--- config.mk ---
export PLATFORM = sky130hd
export DESIGN_NAME = adc_conv_sequencer
export DESIGN_NICKNAME = d
export VERILOG_FILES = /design/src/rtl/adc_conv_sequencer.sv
export SDC_FILE = /design/constraint.sdc
export NUM_CORES = 1
export LEC_CHECK = 0
export ABC_AREA = 1
export CORE_UTILIZATION = 57
export CTS_BUF_LIST = sky130_fd_sc_hd__clkbuf_8 sky130_fd_sc_hd__clkbuf_16
export DETAILED_ROUTE_END_ITERATION = 10
export HOLD_SLACK_MARGIN = 0.15
export PLACE_DENSITY = 0.89
export SYNTH_ARGS = -nofsm -noshare
export SYNTH_HDL_FRONTEND = slang
export SYNTH_SLANG_ARGS = --single-unit
export TNS_END_PERCENT = 10
--- constraint.sdc ---
create_clock -name clk_100M -period 3.5 [get_ports clk_100M]
set_clock_uncertainty 0.2 [all_clocks]
set_input_delay 0.35 -clock clk_100M [delete_from_list [all_inputs] [get_ports clk_100M]]
set_output_delay 0.35 -clock clk_100M [all_outputs]
set_load 0.1 [all_outputs]
--- src/rtl/adc_conv_sequencer.sv ---
// adc_conv_sequencer: sequences ADC power-up, paces periodic CONVST pulses and
// watches the asynchronous active-low EOC pin with a per-conversion timeout.
module adc_conv_sequencer #(
  parameter int unsigned PWRUP_CYC       = 32'd1000,
  parameter int unsigned WAKE_CYC        = 32'd100,
  parameter int unsigned CONVST_LOW_CYC  = 32'd5,
  parameter int unsigned PERIOD_CYC      = 32'd100,
  parameter int unsigned EOC_TIMEOUT_CYC = 32'd50
) (
  input  logic        clk_100M,
  input  logic        Reset,
  input  logic        run_en,
  input  logic        pd_req,
  input  logic        EOC_18,
  output logic        CONVST_out,
  output logic        PD_out,
  output logic        ready,
  output logic        conv_done,
  output logic [15:0] conv_count,
  output logic        timeout_err
);

  localparam logic [15:0] PWRUP_LAST   = 16'(PWRUP_CYC - 32'd1);
  localparam logic [15:0] WAKE_LAST    = 16'(WAKE_CYC - 32'd1);
  localparam logic [15:0] LOW_LAST     = 16'(CONVST_LOW_CYC - 32'd1);
  localparam logic [15:0] PERIOD_LAST  = 16'(PERIOD_CYC - 32'd1);
  localparam logic [15:0] TIMEOUT_LAST = 16'(EOC_TIMEOUT_CYC - 32'd1);

  typedef enum logic [2:0] {
    PWR_OFF  = 3'd0,
    WAKE     = 3'd1,
    IDLE     = 3'd2,
    CONV_LOW = 3'd3,
    WAIT_EOC = 3'd4,
    HOLDOFF  = 3'd5
  } state_t;

  state_t      state_r;
  state_t      state_next_s;
  logic [15:0] cnt_r;
  logic [15:0] cnt_next_s;
  logic [15:0] per_cnt_r;
  logic [15:0] per_cnt_next_s;
  logic        eoc_meta_r;
  logic        eoc_sync_r;
  logic        eoc_prev_r;
  logic        eoc_fall_s;
  logic        done_s;
  logic        timeout_s;

  assign eoc_fall_s = eoc_prev_r & ~eoc_sync_r;

  // EOC synchronizer plus one delayed copy for falling-edge detection
  always_ff @(posedge clk_100M or negedge Reset) begin
    if (!Reset) begin
      eoc_meta_r <= 1'b1;
      eoc_sync_r <= 1'b1;
      eoc_prev_r <= 1'b1;
    end else begin
      eoc_meta_r <= EOC_18;
      eoc_sync_r <= eoc_meta_r;
      eoc_prev_r <= eoc_sync_r;
    end
  end

  // Next-state, event strobes and counter updates
  always_comb begin
    state_next_s = state_r;
    done_s       = 1'b0;
    timeout_s    = 1'b0;
    case (state_r)
      PWR_OFF: begin
        if (!pd_req && (cnt_r == PWRUP_LAST)) state_next_s = WAKE;
        else                                  state_next_s = PWR_OFF;
      end
      WAKE: begin
        if (cnt_r == WAKE_LAST) state_next_s = IDLE;
        else                    state_next_s = WAKE;
      end
      IDLE: begin
        if (pd_req)      state_next_s = PWR_OFF;
        else if (run_en) state_next_s = CONV_LOW;
        else             state_next_s = IDLE;
      end
      CONV_LOW: begin
        if (cnt_r == LOW_LAST) state_next_s = WAIT_EOC;
        else                   state_next_s = CONV_LOW;
      end
      WAIT_EOC: begin
        // a real edge wins over a timeout landing in the same cycle
        if (eoc_fall_s) begin
          done_s       = 1'b1;
          state_next_s = HOLDOFF;
        end else if (cnt_r == TIMEOUT_LAST) begin
          timeout_s    = 1'b1;
          state_next_s = HOLDOFF;
        end else begin
          state_next_s = WAIT_EOC;
        end
      end
      HOLDOFF: begin
        if (per_cnt_r == PERIOD_LAST) begin
          if (pd_req)      state_next_s = PWR_OFF;
          else if (run_en) state_next_s = CONV_LOW;
          else             state_next_s = IDLE;
        end else begin
          state_next_s = HOLDOFF;
        end
      end
      default: state_next_s = PWR_OFF;
    endcase

    // pd_req held in PWR_OFF keeps the power-up wait pinned at zero
    if ((state_next_s != state_r) || ((state_r == PWR_OFF) && pd_req)) cnt_next_s = 16'd0;
    else if (cnt_r != 16'hFFFF)                                          cnt_next_s = cnt_r + 16'd1;
    else                                                                 cnt_next_s = cnt_r;

    if ((state_next_s == CONV_LOW) && (state_r != CONV_LOW)) per_cnt_next_s = 16'd0;
    else if (per_cnt_r < PERIOD_LAST)                        per_cnt_next_s = per_cnt_r + 16'd1;
    else                                                     per_cnt_next_s = per_cnt_r;
  end

  // State, counters and registered outputs derived from the next state
  always_ff @(posedge clk_100M or negedge Reset) begin
    if (!Reset) begin
      state_r     <= PWR_OFF;
      cnt_r       <= 16'd0;
      per_cnt_r   <= 16'd0;
      CONVST_out  <= 1'b1;
      PD_out      <= 1'b0;
      ready       <= 1'b0;
      conv_done   <= 1'b0;
      conv_count  <= 16'd0;
      timeout_err <= 1'b0;
    end else begin
      state_r     <= state_next_s;
      cnt_r       <= cnt_next_s;
      per_cnt_r   <= per_cnt_next_s;
      CONVST_out  <= (state_next_s != CONV_LOW);
      PD_out      <= (state_next_s != PWR_OFF);
      ready       <= (state_next_s == IDLE);
      conv_done   <= done_s;
      conv_count  <= conv_count + {15'd0, done_s};
      timeout_err <= timeout_err | timeout_s;
    end
  end

endmodule

After elaboration in Yosys (flattened, before gate mapping)
Index checks and enable logic that the tools add are counted.
- bits in registers: 59
- latch bits: 0
- bits in writable memories: 0
- bits in read-only memories: 0
- logic and storage cells: 62
- memories: 0
- add/sub/neg operators: 3
- $mul: 0
- div/mod/pow operators: 0
- order comparisons: 1
- eq/ne operators: 16
- shift operators: 0
- multiplexer cells: 18
- bitwise logic cells: 3
- reduce and logical (&&, ||, !) cells: 9
- operators with widths (operator ; number):
    $mux 16 ; 4
    $add 16x1->16 const B ; 2
    $eq 16x7->1 const B ; 2
    $pmux 3 s6 ; 1
    $add 16x1->16 ; 1
    $eq 16x10->1 const B ; 1
    $eq 16x3->1 const B ; 1
    $eq 16x6->1 const B ; 1
    $lt 16x7->1 const B ; 1
    $ne 16x16->1 const B ; 1
    $eq 3x2->1 const B ; 4
    $mux 1 ; 9
    $mux 3 ; 3
    $eq 3x3->1 const B ; 2
    $ne 3x2->1 const B ; 2
    $reduce_bool 2->1 ; 2
    $eq 3x1->1 const B ; 1
    $logic_and 1x1->1 ; 3
    $logic_not 3->1 ; 1
    $ne 3x3->1 ; 1
    $reduce_bool 3->1 ; 1
    $mux 2 ; 1
    $and 1x1->1 ; 1
    $logic_not 1->1 ; 1
    3 further kinds ; 3

Depth between registers and ports, before layout
Gate-level depths: netlist of the first run.
- word-level depth: 7
- gate-level depth with buffers: 15

Least setup slack after synthesis of the first run
OpenSTA, ideal clock, no wires.
- kind: reg-to-reg
- from: register conv_count[0]
- to: register conv_count[14]
- library setup time: 0.158 ns
- arrival time: 2.453 ns
- required time: 3.142 ns
- path slack: 0.689 ns
- stages on the path, launching flop included: 9
- buffers on the path: 0
- path through: dfrtp_1 -> ha_1 -> ha_1 -> nand2_1 -> nor2_1 -> nand3_1 -> nor3b_1 -> nand4_1 -> xnor2_1
- cells in the longest elaborated chain, start to end: 1
- RTL lines (item ; line ; text):
    start: declaration ; 19 ; output logic [15:0] conv_count,
    start signal: assignment ; 143 ; conv_count <= conv_count + {15'd0, done_s};
    $add 16x1->16 ; 143 ;
Every way passes these cells.
A chain may end at the register's enable or synchronous reset.

Worst setup path in the final report of the first run
- from: register state_r[0]
- to: register conv_count[14]
- cells in the longest elaborated chain, start to end: 3
- RTL lines (item ; line ; text):
    start: declaration ; 38 ; state_t state_r;
    start signal: assignment ; 136 ; state_r <= state_next_s;
    $eq 3x3->1 ; 71 ; case (state_r)
    $mux 1 ; 71 ;
    net done_s ; 48 ; logic done_s;
    $add 16x1->16 ; 143 ;
The timed path passes the listed nets, and every way through them passes these cells.

==> flow_metrics.env, run 1 <==
export IMPL_outcome="finished, final reports clean"
export IMPL_cp_required_ps=3540
export IMPL_power_total_w=0.00202
export IMPL_cts_sinks=59
export IMPL_holdWs_ps=166
export IMPL_slew_headroom=0.329
export IMPL_avgViaCountPerCell=5.10
export IMPL_setup_ws_ps=710
export IMPL_cap_violations=0
export IMPL_diodes=0
export IMPL_drtPass1Iterations=4
export IMPL_setup_tns_final_ps=0
export IMPL_r2r_slack_ps=710
export IMPL_die_area_mm2=0.00563
export IMPL_finalSetupViolCount=0
export IMPL_synth_distinct_cells=30
export IMPL_syn_inst=352
export IMPL_wl_um=6010
export IMPL_numCtsBuffers=9
export IMPL_rsz0062_at_grt="no"
export IMPL_drc=0
export IMPL_cp_max_fo=4
export IMPL_synth_seq_cells=59
export IMPL_tightest_slew_ps=1000
export IMPL_yosys_warnings=0
export IMPL_vias=2359
export IMPL_grt_remaining_overflow=0
export IMPL_fin_crit_sh=0.797
export IMPL_antenna_found_initial=0
export IMPL_cts_setup_buffers=0
export IMPL_core_area_mm2=0.00511
export IMPL_grt_max_degree=45
export IMPL_worstSetupEndpointType="flip-flop"
export IMPL_ys_seq_area_frac=0.487
export IMPL_rows=26
export IMPL_crit_path_start_kind="flip-flop"
export IMPL_detail_route_antenna_nets=0
export IMPL_cts_root_buffer="clkbuf_8"
export IMPL_ir_worst_vdd_uv=822
export IMPL_p_leak_nw=1.79
export IMPL_syn_area_per_cell_um2=8.64
export IMPL_drive_gt1_frac=0.142
export IMPL_nets=399
export IMPL_p_per_area_mw_per_mm2=563
export IMPL_dp_cells=446
export IMPL_finalCriticalPeriod_ps=2790
export IMPL_fmax_ghz=0.358
export IMPL_ctsLongestPathBuffers=2
export IMPL_syn_area_mm2=0.00304
export IMPL_finalHoldViolations=0
export IMPL_dp_slack_ps=717
export IMPL_worstSkewPairLatency_ps=350
export IMPL_gr_usage_all_layers=0.244
export IMPL_cts_reportedPaths_clkPinSlew_ps=70
export IMPL_h_tree_depth=3
export IMPL_io_pins=26
export IMPL_area_growth_pct=17.7
export IMPL_synth_fp_nets=363
export IMPL_final_cells=463
export IMPL_grt_pass1_vias=2185
export IMPL_hpwl_um=4160
export IMPL_tritoncts="built"
export IMPL_drtIter0Drc=121
export IMPL_numPortBuffers=25
export IMPL_arrival_ps=2830
export IMPL_routedWlPerCell_um=13.0
export IMPL_grt_pass1_wl_um=10000
export IMPL_slew_viol_final=0
export IMPL_start_util=0.595
export IMPL_worst_setup_path_type="flip-flop to flip-flop"
export IMPL_die_width_um=75.0
export IMPL_place_gp_congestion=0.865
export IMPL_die_y_um=75.0
export IMPL_hold_path_class="flip-flop to flip-flop"
## placed cells by master, fill, tap and decap left out, types with 2 or more instances in the layout
cell type / instances
bufinv_16: 2
nor2_4: 12
clkinvlp_4: 2
nand2_4: 2
inv_2: 4
nand4_1: 5
o22ai_1: 2
nor2_1: 43
dfstp_2: 4
inv_1: 53
ha_1: 6
nand3_2: 3
nand2_2: 6
nand2_1: 67
xnor2_1: 9
nand3_1: 40
nor2_2: 4
xor2_1: 12
dfrtp_1: 55
o21bai_1: 3
clkdlybuf4s50_1: 24
or2_2: 2
o21ai_0: 8
nor4_1: 2
nor3_1: 3
clkbuf_8: 9
## cell usage after synthesis, drive strengths merged
library cell,number,area (µm²)
inv,56,210
o22ai,2,12.5
nor3b,1,7.51
nor4,2,12.5
o221ai,1,8.76
xnor2,9,78.8
nor2,59,322
xor2,12,105
dfstp,4,105
a21oi,1,5.00
o21bai,3,22.5
o21ai,8,40.0
nand4,5,31.3
dfrtp,55,1380
or2,2,12.5
clkinv,1,3.75
buf,2,27.5
nor3,4,25.0
nand2,75,312
nand3,44,248
ha,6,75.1
## power by group
part           internal, W  total, W  switching [W]  leakage [nW]
Combinational     0.000128  0.000571       0.000443         0.892
Clock             0.000399  0.000679       0.000280         0.107
Sequential        0.000727  0.000767      0.0000402         0.786
Total              0.00125   0.00202       0.000763          1.79
## registers in the layout, summed over array words and instances, names as in the netlist
| register | count |
|---|---|
| eoc_prev_r | 1 |
| eoc_meta_r | 1 |
| conv_done | 1 |
| eoc_sync_r | 1 |
| PD_out | 1 |
| state_r | 3 |
| CONVST_out | 1 |
| per_cnt_r | 16 |
| conv_count | 16 |
| timeout_err | 1 |
| cnt_r | 16 |
| ready | 1 |
## worst max-delay path, cell delays in order, from the launching register on
cell and delay (ps):
dfrtp_1 440, nor2_2 170, inv_2 50, nor2_1 120, nand2_1 90, inv_1 90, ha_1 200, ha_1 220
nand2_1 90, nor2_1 160, nand3_1 120, nor3b_1 400, nand4_1 170, xnor2_1 160
## path summary, 6_finish.rpt
check / from / to / cells after the start
min reg2reg: eoc_meta_r$_DFF_PN1_ / eoc_sync_r$_DFF_PN1_ / 0
max: state_r[0]$_DFF_PN0_ / conv_count[14]$_DFF_PN0_ / 13
max reg2reg: state_r[0]$_DFF_PN0_ / conv_count[14]$_DFF_PN0_ / 13
min in group asynchronous: Reset / cnt_r[14]$_DFFE_PN0P_ / 2
min: eoc_meta_r$_DFF_PN1_ / eoc_sync_r$_DFF_PN1_ / 0
max in group asynchronous: Reset / eoc_sync_r$_DFF_PN1_ / 3
## metrics by stage
step                area, µm²   util
global placement         3350  0.657
floorplan                3040      -
finish                   3580  0.701
CTS                      3580  0.701
global route             3580  0.701
detailed placement       3350  0.657
## per-layer routing
layer	vias to the layer above	GRT usage	part of all wire
li1	1177	-	-
met1	1103	0.323	0.45
met2	66	0.377	0.47
met3	13	0.0589	0.056
met4	0	0.122	0.022
met5	-	0	0
## area by class of cell
class | instances | area, µm²
fillers | 392 | 1530
flip-flops and latches | 59 | 1480
multi-input cells | 234 | 1320
repair buffers | 27 | 263
inverters | 57 | 214
clock buffers | 9 | 124
clock inverters | 7 | 92.6
well taps | 70 | 87.6
## cell families (layout without fill, tap and decap cells)
kind of cell / after synthesis / after routing / share of synthesized area
AND/OR/NAND/NOR: 192 / 192 / 0.319
AO/OA/AOI/OAI: 15 / 15 / 0.0292
flip-flops: 59 / 59 / 0.487
XOR/XNOR: 21 / 21 / 0.0605
buffers and inverters: 59 / 100 / 0.0794
adder cells (fa/ha/maj): 6 / 6 / 0.0247
## what timing repair did
| action | in CTS | in global routing |
|---|---|---|
| resized for setup | 0 | 0 |
| hold buffers | 1 | 0 |
| hold endpoints to repair | 42 | 0 |
Power figures use the tool's default switching activity.
==> run 2, diff against run 1 <==
==> constraint.sdc (replaced) <==
create_clock -name clk_100M -period 2.88 [get_ports clk_100M]
set_clock_uncertainty 0.2 [all_clocks]
set_input_delay 0.288 -clock clk_100M [delete_from_list [all_inputs] [get_ports clk_100M]]
set_output_delay 0.288 -clock clk_100M [all_outputs]
set_load 0.1 [all_outputs]
==> run 2 against run 1 <==
  * Core utilization is 0.17 points higher
  * Maximum frequency is 1.7% higher
  * Largest power group unchanged
  * Die area stayed put
  * Final cell count is 0.43% higher
  * Global-route usage is 0.087 points lower
  * Clock power is 34% higher
  * Routed wire length is 0.97% lower
==> flow_metrics.env, run 2 (synthesized netlist as in run 1, its figures left out) <==
export IMPL_outcome="finished, final reports clean"
export IMPL_ir_worst_vdd_uv=775
export IMPL_slew_headroom=0.588
export IMPL_numCtsBuffers=9
export IMPL_slew_viol_final=0
export IMPL_drc=0
export IMPL_grt_remaining_overflow=0
export IMPL_largestRegisters="cnt_r: 16 flops, conv_count: 16 flops, per_cnt_r: 16 flops"
export IMPL_holdWs_ps=162
export IMPL_fmax_ghz=0.364
export IMPL_cts_sinks=59
export IMPL_area_growth_pct=18.0
export IMPL_ctsLongestPathBuffers=2
export IMPL_fin_area_mm2=0.00359
export IMPL_vias=2342
export IMPL_routedWlPerCell_um=12.8
export IMPL_power_total_w=0.00252
export IMPL_die_y_um=75.0
export IMPL_h_tree_depth=3
export IMPL_placed_area_mm2=0.00331
export IMPL_crit_path_start_kind="flip-flop"
export IMPL_wl_um=5950
export IMPL_grt_max_degree=29
export IMPL_drive_gt1_frac=0.208
export IMPL_finalHoldViolations=0
export IMPL_most_common_layout_cells="nand2_1, dfrtp_1, inv_1"
export IMPL_cp_max_fo=4
export IMPL_fin_crit_sh=0.953
export IMPL_cts_reportedPaths_clkPinSlew_ps=70
export IMPL_finalCriticalPeriod_ps=2740
export IMPL_cts_root_buffer="clkbuf_8"
export IMPL_tightest_slew_ps=618
export IMPL_antenna_found_initial=0
export IMPL_io_pins=26
export IMPL_hpwl_um=4120
export IMPL_worstSetupEndpointType="flip-flop"
export IMPL_final_cells=465
export IMPL_p_per_area_mw_per_mm2=704
export IMPL_avgViaCountPerCell=5.04
export IMPL_cp_required_ps=2910
export IMPL_nets=401
export IMPL_grt_pass1_vias=2228
export IMPL_finalSetupViolCount=0
export IMPL_hold_path_class="flip-flop to flip-flop"
export IMPL_numPortBuffers=25
export IMPL_worstSkewPairLatency_ps=350
export IMPL_die_width_um=75.0
export IMPL_diodes=0
export IMPL_cts_setup_buffers=0
export IMPL_place_gp_congestion=0.879
export IMPL_cap_violations=0
export IMPL_drtPass1Iterations=4
export IMPL_die_area_mm2=0.00563
export IMPL_rows=26
export IMPL_start_util=0.595
export IMPL_arrival_ps=2780
export IMPL_p_leak_nw=1.85
export IMPL_core_area_mm2=0.00511
export IMPL_gr_usage_all_layers=0.243
export IMPL_worst_setup_path_type="flip-flop to flip-flop"
export IMPL_tritoncts="built"
export IMPL_detail_route_antenna_nets=0
export IMPL_dp_cells=447
export IMPL_grt_pass1_wl_um=9860
export IMPL_setup_tns_final_ps=0
export IMPL_drtIter0Drc=110
export IMPL_layout_commonest_cell="nand2_1"
## run 2: changes by cell type in the layout (fill, tap and decap cells not counted), sizes merged
cell / previous run / this run
buf: 2 / 24
clkdlybuf4s50: 24 / 3
clkinvlp: 2 / 0
bufinv: 2 / 3
clkinv: 2 / 3
dlygate4sd3: 1 / 2
## run 2: final timing paths
| kind | start | to | slack [ps] | cells past startpoint |
|---|---|---|---|---|
| max | state_r[0]$_DFF_PN0_ | conv_count[14]$_DFF_PN0_ | 140 | 13 |
| min | eoc_meta_r$_DFF_PN1_ | eoc_sync_r$_DFF_PN1_ | 160 | 0 |
| max reg2reg | state_r[0]$_DFF_PN0_ | conv_count[14]$_DFF_PN0_ | 140 | 13 |
| min reg2reg | eoc_meta_r$_DFF_PN1_ | eoc_sync_r$_DFF_PN1_ | 160 | 0 |
| max in group asynchronous | Reset | eoc_prev_r$_DFF_PN1_ | 1450 | 3 |
| min in group asynchronous | Reset | ready$_DFF_PN0_ | 290 | 2 |
## run 2: where the power goes
part / internal [W] / leakage (nW) / switching (W) / total [W]
logic: 0.000151 / 0.940 / 0.000532 / 0.000683
clock network: 0.000574 / 0.125 / 0.000334 / 0.000908
registers: 0.000883 / 0.786 / 0.0000509 / 0.000934
total: 0.00161 / 1.85 / 0.000917 / 0.00252
## run 2: repair_timing
item | 4_1_cts | 5_1_grt
setup endpoints to repair | 0 | 3
hold endpoints to repair | 27 | 0
resized for setup | 0 | 5
hold buffers | 2 | 0
## run 2: cell type report
class	count	area [µm²]
Inverter	57	214
Fill cell	399	1520
Clock inverter	7	116
Clock buffer	9	124
Tap cell	70	87.6
Sequential cell	59	1480
Multi-Input combinational cell	234	1340
Timing Repair Buffer	29	228
## run 2: through the flow
step	setup slack, ps	util
CTS	28.3	0.699
global route	-0.780	0.703
floorplan	68.7	-
global placement	275	0.648
finish	136	0.703
detailed placement	93.9	0.648
## run 2: routing by layer
layer | wire (µm) | up-vias | global-route usage
li1 | - | 1179 | -
met1 | 2720 | 1111 | 0.307
met2 | 2920 | 46 | 0.389
met3 | 243 | 6 | 0.0723
met4 | 67 | 0 | 0.107
met5 | 0 | - | 0
## run 2: worst max-delay path, stage by stage, from the launching register on
cell and delay, ps:
dfrtp_1 450, nor2_4 150, inv_2 50, nor2_1 120, nand2_1 80, inv_1 90, ha_1 190, ha_1 220
nand2_1 70, nor2_1 230, nand3_1 190, nor3b_2 290, nand4_1 150, xnor2_1 160
